File: config.mk
export PLATFORM = sky130hd
export DESIGN_NAME = gray_ptr_sync_cvt
export DESIGN_NICKNAME = d
export VERILOG_FILES = /design/src/rtl/gray_ptr_sync_cvt.sv
export SDC_FILE = /design/constraint.sdc
export NUM_CORES = 1
export LEC_CHECK = 0
export BUFFER_PORTS_ARGS = -buffer_cell sky130_fd_sc_hd__clkbuf_2
export CORE_MARGIN = 2
export CORE_UTILIZATION = 49
export DETAILED_ROUTE_END_ITERATION = 10
export PLACE_DENSITY_LB_ADDON = 0.25
export SLEW_MARGIN = 20
export SYNTH_ARGS = -nofsm -noshare
export SYNTH_HDL_FRONTEND = slang
export SYNTH_SLANG_ARGS = --single-unit
File: constraint.sdc
create_clock -name i_clk -period 3 [get_ports i_clk]
set_clock_uncertainty 0.2 [all_clocks]
set_input_delay 0.45 -clock i_clk [delete_from_list [all_inputs] [get_ports i_clk]]
set_output_delay 0.45 -clock i_clk [all_outputs]
set_load 0.1 [all_outputs]
File: src/rtl/gray_ptr_sync_cvt.sv
// gray_ptr_sync_cvt
//
// Destination-side receiver for a Gray-coded FIFO pointer crossing into the
// i_clk domain. The pointer passes through a SYNC_STAGES-deep synchronizer,
// is converted to binary in a registered stage, and the per-cycle advance
// (delta) of the binary pointer is reported alongside it.
//
// Optional feature (macro GRAY_PTR_SYNC_CHK_EN): sticky flag that sets when
// two consecutive synchronized Gray values differ in more than one bit.
// With the macro undefined, o_gray_err is tied low and no checker is built.
//
// Ports:
//   i_clk       destination clock, rising edge
//   i_rst       asynchronous active-high reset
//   i_ptr_gray  Gray pointer from the foreign domain (asynchronous)
//   o_ptr_gray  synchronized Gray pointer (last synchronizer stage)
//   o_ptr_bin   registered binary equivalent of o_ptr_gray
//   o_valid     high once the pipeline is primed after reset
//   o_delta     (o_ptr_bin - previous o_ptr_bin) mod 2^WIDTH
//   o_adv       high when o_delta is non-zero
//   o_gray_err  sticky Gray-protocol violation flag

module gray_ptr_sync_cvt #(
  parameter int unsigned WIDTH       = 4,
  parameter int unsigned SYNC_STAGES = 2
) (
  input  logic             i_clk,
  input  logic             i_rst,
  input  logic [WIDTH-1:0] i_ptr_gray,
  output logic [WIDTH-1:0] o_ptr_gray,
  output logic [WIDTH-1:0] o_ptr_bin,
  output logic             o_valid,
  output logic [WIDTH-1:0] o_delta,
  output logic             o_adv,
  output logic             o_gray_err
);

  localparam int unsigned CNT_MAX = SYNC_STAGES + 1;
  localparam int unsigned CNT_W   = $clog2(CNT_MAX + 1);

  // Synchronizer: index 0 is the first (metastable) stage. Pure shift, no logic.
  logic [SYNC_STAGES-1:0][WIDTH-1:0] r_sync;
  logic [WIDTH-1:0]                  w_sync_gray;

  always_ff @(posedge i_clk or posedge i_rst) begin
    if (i_rst) begin
      r_sync <= '0;
    end else begin
      r_sync <= {r_sync[SYNC_STAGES-2:0], i_ptr_gray};
    end
  end

  assign w_sync_gray = r_sync[SYNC_STAGES-1];

  // Gray to binary: each binary bit is the XOR of all Gray bits at or above it.
  logic [WIDTH-1:0] w_bin;

  always_comb begin : p_g2b
    logic acc;
    acc   = 1'b0;
    w_bin = '0;
    for (int i = WIDTH - 1; i >= 0; i--) begin
      acc      = acc ^ w_sync_gray[i];
      w_bin[i] = acc;
    end
  end

  // Prime counter: saturates at SYNC_STAGES+1; o_valid sets on that edge.
  logic [CNT_W-1:0] r_cnt;
  logic             r_valid;

  always_ff @(posedge i_clk or posedge i_rst) begin
    if (i_rst) begin
      r_cnt   <= '0;
      r_valid <= 1'b0;
    end else begin
      if (r_cnt != CNT_W'(CNT_MAX)) begin
        r_cnt <= r_cnt + CNT_W'(1);
      end
      if (r_cnt == CNT_W'(SYNC_STAGES)) begin
        r_valid <= 1'b1;
      end
    end
  end

  // r_bin is the previous binary value at the moment the next one is loaded, so
  // it doubles as the delta baseline. Delta is forced to zero until the cycle
  // after o_valid rises, which makes the first valid value the baseline.
  logic [WIDTH-1:0] r_bin;
  logic [WIDTH-1:0] r_delta;
  logic             r_adv;
  logic [WIDTH-1:0] w_delta;

  assign w_delta = w_bin - r_bin;

  always_ff @(posedge i_clk or posedge i_rst) begin
    if (i_rst) begin
      r_bin   <= '0;
      r_delta <= '0;
      r_adv   <= 1'b0;
    end else begin
      r_bin   <= w_bin;
      r_delta <= r_valid ? w_delta : '0;
      r_adv   <= r_valid && (w_delta != '0);
    end
  end

`ifdef GRAY_PTR_SYNC_CHK_EN
  // Gray history aligned with r_bin so a bad step flags one edge after the
  // o_delta that reports it. r_base masks the first valid (baseline) cycle.
  logic [WIDTH-1:0] r_gray_d1;
  logic [WIDTH-1:0] r_gray_d2;
  logic [WIDTH-1:0] w_gray_diff;
  logic             w_multi_bit;
  logic             r_base;
  logic             r_err;

  assign w_gray_diff = r_gray_d1 ^ r_gray_d2;
  // More than one bit set <=> clearing the lowest set bit leaves something.
  assign w_multi_bit = (w_gray_diff & (w_gray_diff - WIDTH'(1))) != '0;

  always_ff @(posedge i_clk or posedge i_rst) begin
    if (i_rst) begin
      r_gray_d1 <= '0;
      r_gray_d2 <= '0;
      r_base    <= 1'b0;
      r_err     <= 1'b0;
    end else begin
      r_gray_d1 <= w_sync_gray;
      r_gray_d2 <= r_gray_d1;
      r_base    <= r_valid;
      if (r_valid && r_base && w_multi_bit) begin
        r_err <= 1'b1;
      end
    end
  end

  assign o_gray_err = r_err;
`else
  assign o_gray_err = 1'b0;
`endif

  assign o_ptr_gray = w_sync_gray;
  assign o_ptr_bin  = r_bin;
  assign o_valid    = r_valid;
  assign o_delta    = r_delta;
  assign o_adv      = r_adv;

endmodule

==> metrics.log, run 1 <==
INFO  metric synth_sequential_area_ratio = 63.2%
INFO  metric min_path_type = primary input to asynchronous set/reset pin
INFO  metric mappedNetlistNets = 70
INFO  metric rsz0062_at_grt = false
INFO  metric synth-seq-cells = 20
INFO  metric antenna_found_initial = 0
INFO  metric clk_path_buf_depth = 2
INFO  metric grt_max_degree = 21
INFO  metric cts-root-buf = clkbuf_4
INFO  metric final.hold.worst_slack = 0.0280 ns
INFO  metric buffer_ports.inserted = 19
INFO  metric grt_pass1_vias = 461
INFO  metric synth.lib_cells_used.distinct = 20
INFO  metric post-cts-setup-buffers = 0
INFO  metric worst-setup-path-type = flip-flop to flip-flop
INFO  metric post_synth_inst_count = 58
INFO  metric die_w = 44.2 µm
INFO  metric cts_hold_buffers = 0
INFO  metric power-per-cell-area = 949 nW/µm²
INFO  metric cts_htree_levels = 1
INFO  metric synth_area_per_cell = 13.7 µm²
INFO  metric floorplan.rows = 14
INFO  metric setup.worst_path.end_class = flip-flop
INFO  metric place_congestion = 0.767
INFO  metric dpl_cell_area = 870 µm²
INFO  metric power.static_leakage = 0.464 nW
INFO  metric hold_viol_final = 0
INFO  metric filler_cell_count = 127
INFO  metric worstMarginPinSlew = 0.709 ns
INFO  metric final.setup.tns = 0 ns
INFO  metric path_clk_slew = 0.11 ns
INFO  metric number_of_clock_buffers_inserted_by_tritoncts = 3
INFO  metric final_cell_area = 921 µm²
INFO  metric route.detailed.drc = 0
INFO  metric dp.cells = 88
INFO  metric maximum_net_fanout_on_the_critical_path = 4
INFO  metric worst_slew_margin_rel = 52.7%
INFO  metric cp.required = 3.00 ns
INFO  metric detailedRoute.firstPassIterationCount = 2
INFO  metric max_cap_violations = 0
INFO  metric number_of_antenna_repair_diodes = 0
INFO  metric hpwlAfterDp = 773 µm
INFO  metric setup_crit_start_kind = flip-flop
INFO  metric groute.usage.overall = 13.7%
INFO  metric post_drt_via_cell_ratio = 4.70
INFO  metric finish.utilization = 61.1%
INFO  metric post-route-period-util = 90.5%
INFO  metric ioPinCount = 21
INFO  metric grt_first_pass_wirelength = 1.86 mm
INFO  metric drt_wl_total = 1.04 mm
INFO  metric yosysWarningCount = 0
INFO  metric drive_above_1_share = 35.5%
INFO  metric globalRouteOverflowTotal = 0
INFO  metric finalCriticalPeriod = 2.71 ns
INFO  metric run_status = finished clean
INFO  metric area_of_the_die = 1950 µm²
INFO  metric clock.fmax = 0.368 GHz
INFO  metric num-nets-final = 89
INFO  metric clock_sinks = 20
INFO  metric finish.cell_count_without_fillers = 92
INFO  metric via_count = 432
INFO  metric timing.final.max_slew_violations = 0
INFO  metric max-vdd-ir-drop = 0.423 mV
INFO  metric synth_to_final_area_change = 16.3%
INFO  metric mappedNetlistArea = 792 µm²
INFO  metric drtAntennaViolNets = 0
INFO  metric critPathArrivalTime = 2.71 ns
INFO  metric initial_core_util = 52.6%
INFO  metric core = 1510 µm²
INFO  metric drt_iter0_drc = 1
INFO  metric wl_per_cell = 11.3 µm
INFO  metric die_h = 44.2 µm
INFO  metric cts_tree = yes
INFO  metric finalSetupViolCount = 0
INFO  metric clock_latency = 0.30 ns
-- cell usage in the layout, fill, tap and decap left out, types with 2 or more instances in the layout --
| master | synthesis | final |
|---|---|---|
| dfrtp_1 | 20 | 20 |
| clkbuf_2 | 0 | 19 |
| inv_1 | 6 | 6 |
| ha_1 | 5 | 5 |
| xnor2_1 | 4 | 3 |
| clkbuf_4 | 0 | 3 |
| xor2_1 | 3 | 2 |
| a21oi_1 | 2 | 2 |
-- layout make-up --
type,count,area (µm²),area share (%)
Inverter,6,22.5,2.45
Clock buffer,4,36.3,3.94
Multi-Input combinational cell,27,246,26.8
Tap cell,16,20.0,2.17
Timing Repair Buffer,19,95.1,10.3
Sequential cell,20,500,54.3
-- repair_timing --
action | in CTS | in global routing
endpoints found under the setup margin | 0 | 1
gates resized for setup | 0 | 2
hold endpoints to repair | 0 | 0
-- per-stage QoR --
step / setup WS, ns / total power [mW]
2_1_floorplan: 0.350 / 0.673
3_3_place_gp: 0.230 / 0.722
3_5_place_dp: 0.184 / 0.729
4_1_cts: 0.166 / 0.886
5_1_grt: 0.0721 / 0.918
6_report: 0.286 / 0.874
-- worst max-delay path, stage by stage (launching register included) --
cell and delay, ns:
dfrtp_1 0.45, xor2_2 0.20, xnor2_2 0.23, xor2_1 0.17, ha_1 0.17, inv_1 0.05, fa_1 0.37, xor2_1 0.16
or3b_1 0.38, o31a_1 0.24
-- worst paths after layout --
| path | from | to | slack, ns | depth (start not counted) |
|---|---|---|---|---|
| min reg2reg | r_sync[2]$_DFF_PP0_ | o_ptr_gray[2]$_DFF_PP0_ | 0.16 | 0 |
| max reg2reg | o_ptr_gray[3]$_DFF_PP0_ | o_adv$_DFF_PP0_ | 0.29 | 9 |
| min in group i_clk | i_ptr_gray[0] | r_sync[0]$_DFF_PP0_ | 0.06 | 1 |
| max | o_ptr_gray[3]$_DFF_PP0_ | o_adv$_DFF_PP0_ | 0.29 | 9 |
| min | i_rst | r_cnt[0]$_DFFE_PP0P_ | 0.03 | 2 |
| max in group asynchronous | i_rst | o_ptr_bin[1]$_DFF_PP0_ | 2.12 | 2 |
-- registers in the layout, summed over array words and instances (netlist names) --
| register | flops |
|---|---|
| o_adv | 1 |
| o_delta | 4 |
| o_ptr_bin | 4 |
| o_ptr_gray | 4 |
| o_valid | 1 |
| r_cnt | 2 |
| r_sync | 4 |
-- synthesized netlist by cell type (all sizes together) --
master / n / area (µm²)
nand3b: 1 / 7.51
and3: 1 / 6.26
fa: 1 / 20.0
a21oi: 2 / 10.0
xnor2: 4 / 35.0
ha: 5 / 62.6
o21ai: 1 / 5.00
nor2b: 1 / 6.26
xor2: 3 / 26.3
o31a: 1 / 8.76
nand2: 1 / 3.75
and2: 2 / 13.8
or3b: 1 / 8.76
inv: 6 / 22.5
conb: 1 / 3.75
dfrtp: 20 / 500
or2: 1 / 6.26
o21a: 1 / 7.51
buf: 5 / 37.5
-- layer usage --
metal | track usage, % | vias up | share of wire, % | routed length [µm]
met3 | 3.67 | 0 | 5.1 | 53
met2 | 21.2 | 13 | 52 | 542
li1 | - | 211 | - | -
met1 | 15.7 | 208 | 43 | 446
met4 | 11.5 | 0 | 0 | 0
met5 | 0 | - | 0 | 0
-- where the power goes --
part / internal, mW / switching (mW) / leakage (nW)
Sequential: 0.307 / 0.0140 / 0.222
Clock: 0.0740 / 0.0776 / 0.0210
Combinational: 0.0691 / 0.333 / 0.221
-- kinds of logic after synthesis --
group | count (synthesis) | synth area share, %
xor+xnor | 7 | 7.74
fa+ha+maj | 6 | 10.4
compound gates | 5 | 3.95
other cells | 1 | 0.473
buf+inv | 11 | 7.58
flops | 20 | 63.2
simple gates | 8 | 6.64
Note: power is estimated with default switching activity, not from simulation.
==> inputs of run 2 (changes only) <==
- CORE_UTILIZATION: 49 -> 53
- clock period: 3 -> 3.5 ns (I/O delays scaled with it)
==> run 2 against run 1 <==
  * Critical path depth stayed put
  * Die area down 6.9%
  * Count of clock-buffer cells in the layout did not move
  * Final cell count down 1.1%
  * Sequential share of layout area is 0.98 points higher
  * Setup slack gained 0.43 ns
  * Largest power group unchanged
  * Core utilization rose by 5.9 points
  * Via count decreased by 1.6%
  * Largest cell class unchanged
  * Maximum frequency decreased by 2.4%
  * Worst hold slack better by 0.094 ns
  * Critical endpoint unchanged
==> metrics.log, run 2 (same netlist as run 1, synthesis figures left out) <==
INFO  metric core = 1350 µm² (-10%)
INFO  metric post-route-period-util = 79.5% (-11 points)
INFO  metric power-per-cell-area = 819 nW/µm² (-14%)
INFO  metric switching_portion_of_total_power = 48.3% (-0.27 points)
INFO  metric finalSetupViolCount = 0 (unchanged)
INFO  metric ioPinCount = 21 (unchanged)
INFO  metric timing.final.max_slew_violations = 0 (unchanged)
INFO  metric final.hold.worst_slack = 0.122 ns (+0.0941 ns)
INFO  metric hold_viol_final = 0 (unchanged)
INFO  metric clock.fmax = 0.360 GHz (-2.4%)
INFO  metric initial_core_util = 58.7% (+6.1 points)
INFO  metric cp_delay_by_family_top = XOR/XNOR gates
INFO  metric cts_htree_levels = 1 (unchanged)
INFO  metric cell_internal_pwr = 0.383 mW (-15%)
INFO  metric sequential_cell_area = 500 µm² (unchanged)
INFO  metric timing.critical_path.cells = xor2_1 -> xnor2_1 -> xor2_1 -> ha_1 -> inv_1 -> fa_1 -> xor2_1 -> or3b_1 -> o31a_1
INFO  metric layout.cells.most_common_list = dfrtp_1, clkbuf_2, inv_1, ha_1, xnor2_1
INFO  metric clock_sinks = 20 (unchanged)
INFO  metric die_h = 42.7 µm (-3.5%)
INFO  metric maximum_net_fanout_on_the_critical_path = 4 (unchanged)
INFO  metric sequential_group_share_of_total_power = 37.1% (+0.4 points)
INFO  metric drt_iter0_drc = 3 (+2)
INFO  metric via_count = 425 (-1.6%)
INFO  metric hpwlAfterDp = 790 µm (+2.3%)
INFO  metric number_of_antenna_repair_diodes = 0 (unchanged)
INFO  metric max-vdd-ir-drop = 0.342 mV (-19%)
INFO  metric route.detailed.drc = 0 (unchanged)
INFO  metric floorplan.rows = 13 (-1)
INFO  metric buffer_ports.inserted = 19 (unchanged)
INFO  metric finalCriticalPeriod = 2.78 ns (+0.0672 ns)
INFO  metric final.setup.tns = 0 ns (unchanged)
INFO  metric worstPathBufferInverterCount = 1 (unchanged)
INFO  metric setup_crit_start_kind = flip-flop
INFO  metric worstMarginPinSlew = 0.717 ns (+0.00798 ns)
INFO  metric number_of_clock_buffers_inserted_by_tritoncts = 3 (unchanged)
INFO  metric filler_cell_count = 119 (-6.3%)
INFO  metric die_w = 42.7 µm (-3.5%)
INFO  metric cts_hold_buffers = 0 (unchanged)
INFO  metric grt_first_pass_wirelength = 1.70 mm (-8.5%)
INFO  metric power.combinational.fraction = 45.9% (about the same)
INFO  metric path_clk_slew = 0.10 ns (about the same)
INFO  metric drt_wl_total = 1.03 mm (-1.7%)
INFO  metric clock_power_share = 17.1% (-0.2 points)
INFO  metric drtAntennaViolNets = 0 (unchanged)
INFO  metric critical-path-slowest-cell = dfrtp_1
INFO  metric detailedRoute.firstPassIterationCount = 3 (+1)
INFO  metric clock_latency = 0.29 ns (about the same)
INFO  metric antenna_found_initial = 0 (unchanged)
INFO  metric cp.required = 3.48 ns (+0.48 ns)
INFO  metric cts.repair.resized = 0 (unchanged)
INFO  metric wl_per_cell = 11.3 µm (-0.65%)
INFO  metric worst_slew_margin_rel = 52.2% (-0.53 points)
INFO  metric footprint_of_the_multi_input_gates = 231 µm² (-6.1%)
INFO  metric critPathArrivalTime = 2.76 ns (+0.05 ns)
INFO  metric globalRouteOverflowTotal = 0 (unchanged)
INFO  metric max_cap_violations = 0 (unchanged)
INFO  metric post_drt_via_cell_ratio = 4.67 (-0.54%)
INFO  metric min_path_type = primary input to asynchronous set/reset pin
INFO  metric drive_above_1_share = 32.9% (-2.6 points)
INFO  metric timing.critical_path.slowest_cell_delay = 0.43 ns (-0.02 ns)
INFO  metric cts_tree = yes
INFO  metric most_frequent_standard_cell_in_the_layout_excluding_fill_and_tap_cells = dfrtp_1
INFO  metric synth_to_final_area_change = 14.2%
INFO  metric clk_path_buf_depth = 2 (unchanged)
INFO  metric area_of_the_die = 1820 µm² (-6.9%)
INFO  metric place_congestion = 0.759 (-0.97%)
INFO  metric grt_pass1_vias = 425 (-7.8%)
INFO  metric num-nets-final = 89 (unchanged)
INFO  metric timing.critical_path.mode_cell = xor2_1
INFO  metric total_switching_power = 0.358 mW (-16%)
INFO  metric setup.worst_path.end_class = flip-flop
INFO  metric cts-root-buf = clkbuf_4
INFO  metric final.setup.worst_slack = 0.719 ns (+0.433 ns)
INFO  metric grt_max_degree = 21 (unchanged)
INFO  metric post-cts-setup-buffers = 0 (unchanged)
INFO  metric dp_slack = 0.737 ns (+0.553 ns)
INFO  metric power.static_leakage = 0.457 nW (-1.5%)
INFO  metric worst-setup-path-type = flip-flop to flip-flop
INFO  metric groute.usage.overall = 13.2% (-0.53 points)
INFO  metric rsz0062_at_grt = false
INFO  metric run_status = finished clean
## run 2: changes by cell type in the layout (fill, tap and decap cells not counted)
cell / delta
xor2_1: +1
xor2_2: -1
xnor2_1: +1
xnor2_2: -1
## run 2: worst reg2reg max path, stage by stage, from the launching register on
cell	delay [ns]
dfrtp_1	0.43
xor2_1	0.19
xnor2_1	0.32
xor2_1	0.18
ha_1	0.17
inv_1	0.05
fa_1	0.36
xor2_1	0.16
or3b_1	0.37
o31a_1	0.24
## run 2: final timing paths
kind / from / to / slack (ns) / depth (start not counted)
min: i_rst / o_ptr_gray[0]$_DFF_PP0_ / 0.12 / 2
max reg2reg: o_ptr_gray[3]$_DFF_PP0_ / o_adv$_DFF_PP0_ / 0.72 / 9
min reg2reg: r_sync[3]$_DFF_PP0_ / o_ptr_gray[3]$_DFF_PP0_ / 0.16 / 0
max in group asynchronous: i_rst / o_ptr_gray[3]$_DFF_PP0_ / 2.53 / 2
min in group i_clk: i_ptr_gray[2] / r_sync[2]$_DFF_PP0_ / 0.14 / 1
max: o_ptr_gray[3]$_DFF_PP0_ / o_adv$_DFF_PP0_ / 0.72 / 9
## run 2: routing by layer
| layer | GRT usage [%] | vias up | wire (µm) |
|---|---|---|---|
| li1 | - | 213 | - |
| met1 | 17.2 | 194 | 477 |
| met2 | 18.5 | 16 | 478 |
| met3 | 2.55 | 2 | 56 |
| met4 | 11.3 | 0 | 12 |
| met5 | 0 | - | 0 |
## run 2: power by group through the flow
stage          logic (mW)  clock network [mW]  registers (mW)
4_1_cts             0.343               0.134           0.275
5_1_grt             0.357               0.143           0.279
3_5_place_dp        0.343                   0           0.280
6_report            0.340               0.126           0.275
3_3_place_gp        0.340                   0           0.279
2_1_floorplan      0.0887                   0           0.488
## run 2: per-stage QoR
| step | cell area [µm²] | std cells | util, % | power [mW] |
|---|---|---|---|---|
| final | 905 | 91 | 67.0 | 0.741 |
| after floorplan | 792 | 58 | - | 0.577 |
| after global routing | 905 | 91 | 67.0 | 0.779 |
| after detailed placement | 868 | 87 | 64.3 | 0.623 |
| after global placement | 868 | 87 | 64.3 | 0.619 |
| after CTS | 905 | 91 | 67.0 | 0.753 |
## run 2: final cells by class
type                            count  area share [%]
Tap cell                           15            2.07
Inverter                            6            2.49
Sequential cell                    20            55.3
Multi-Input combinational cell     27            25.6
Timing Repair Buffer               19            10.5
Clock buffer                        4            4.01
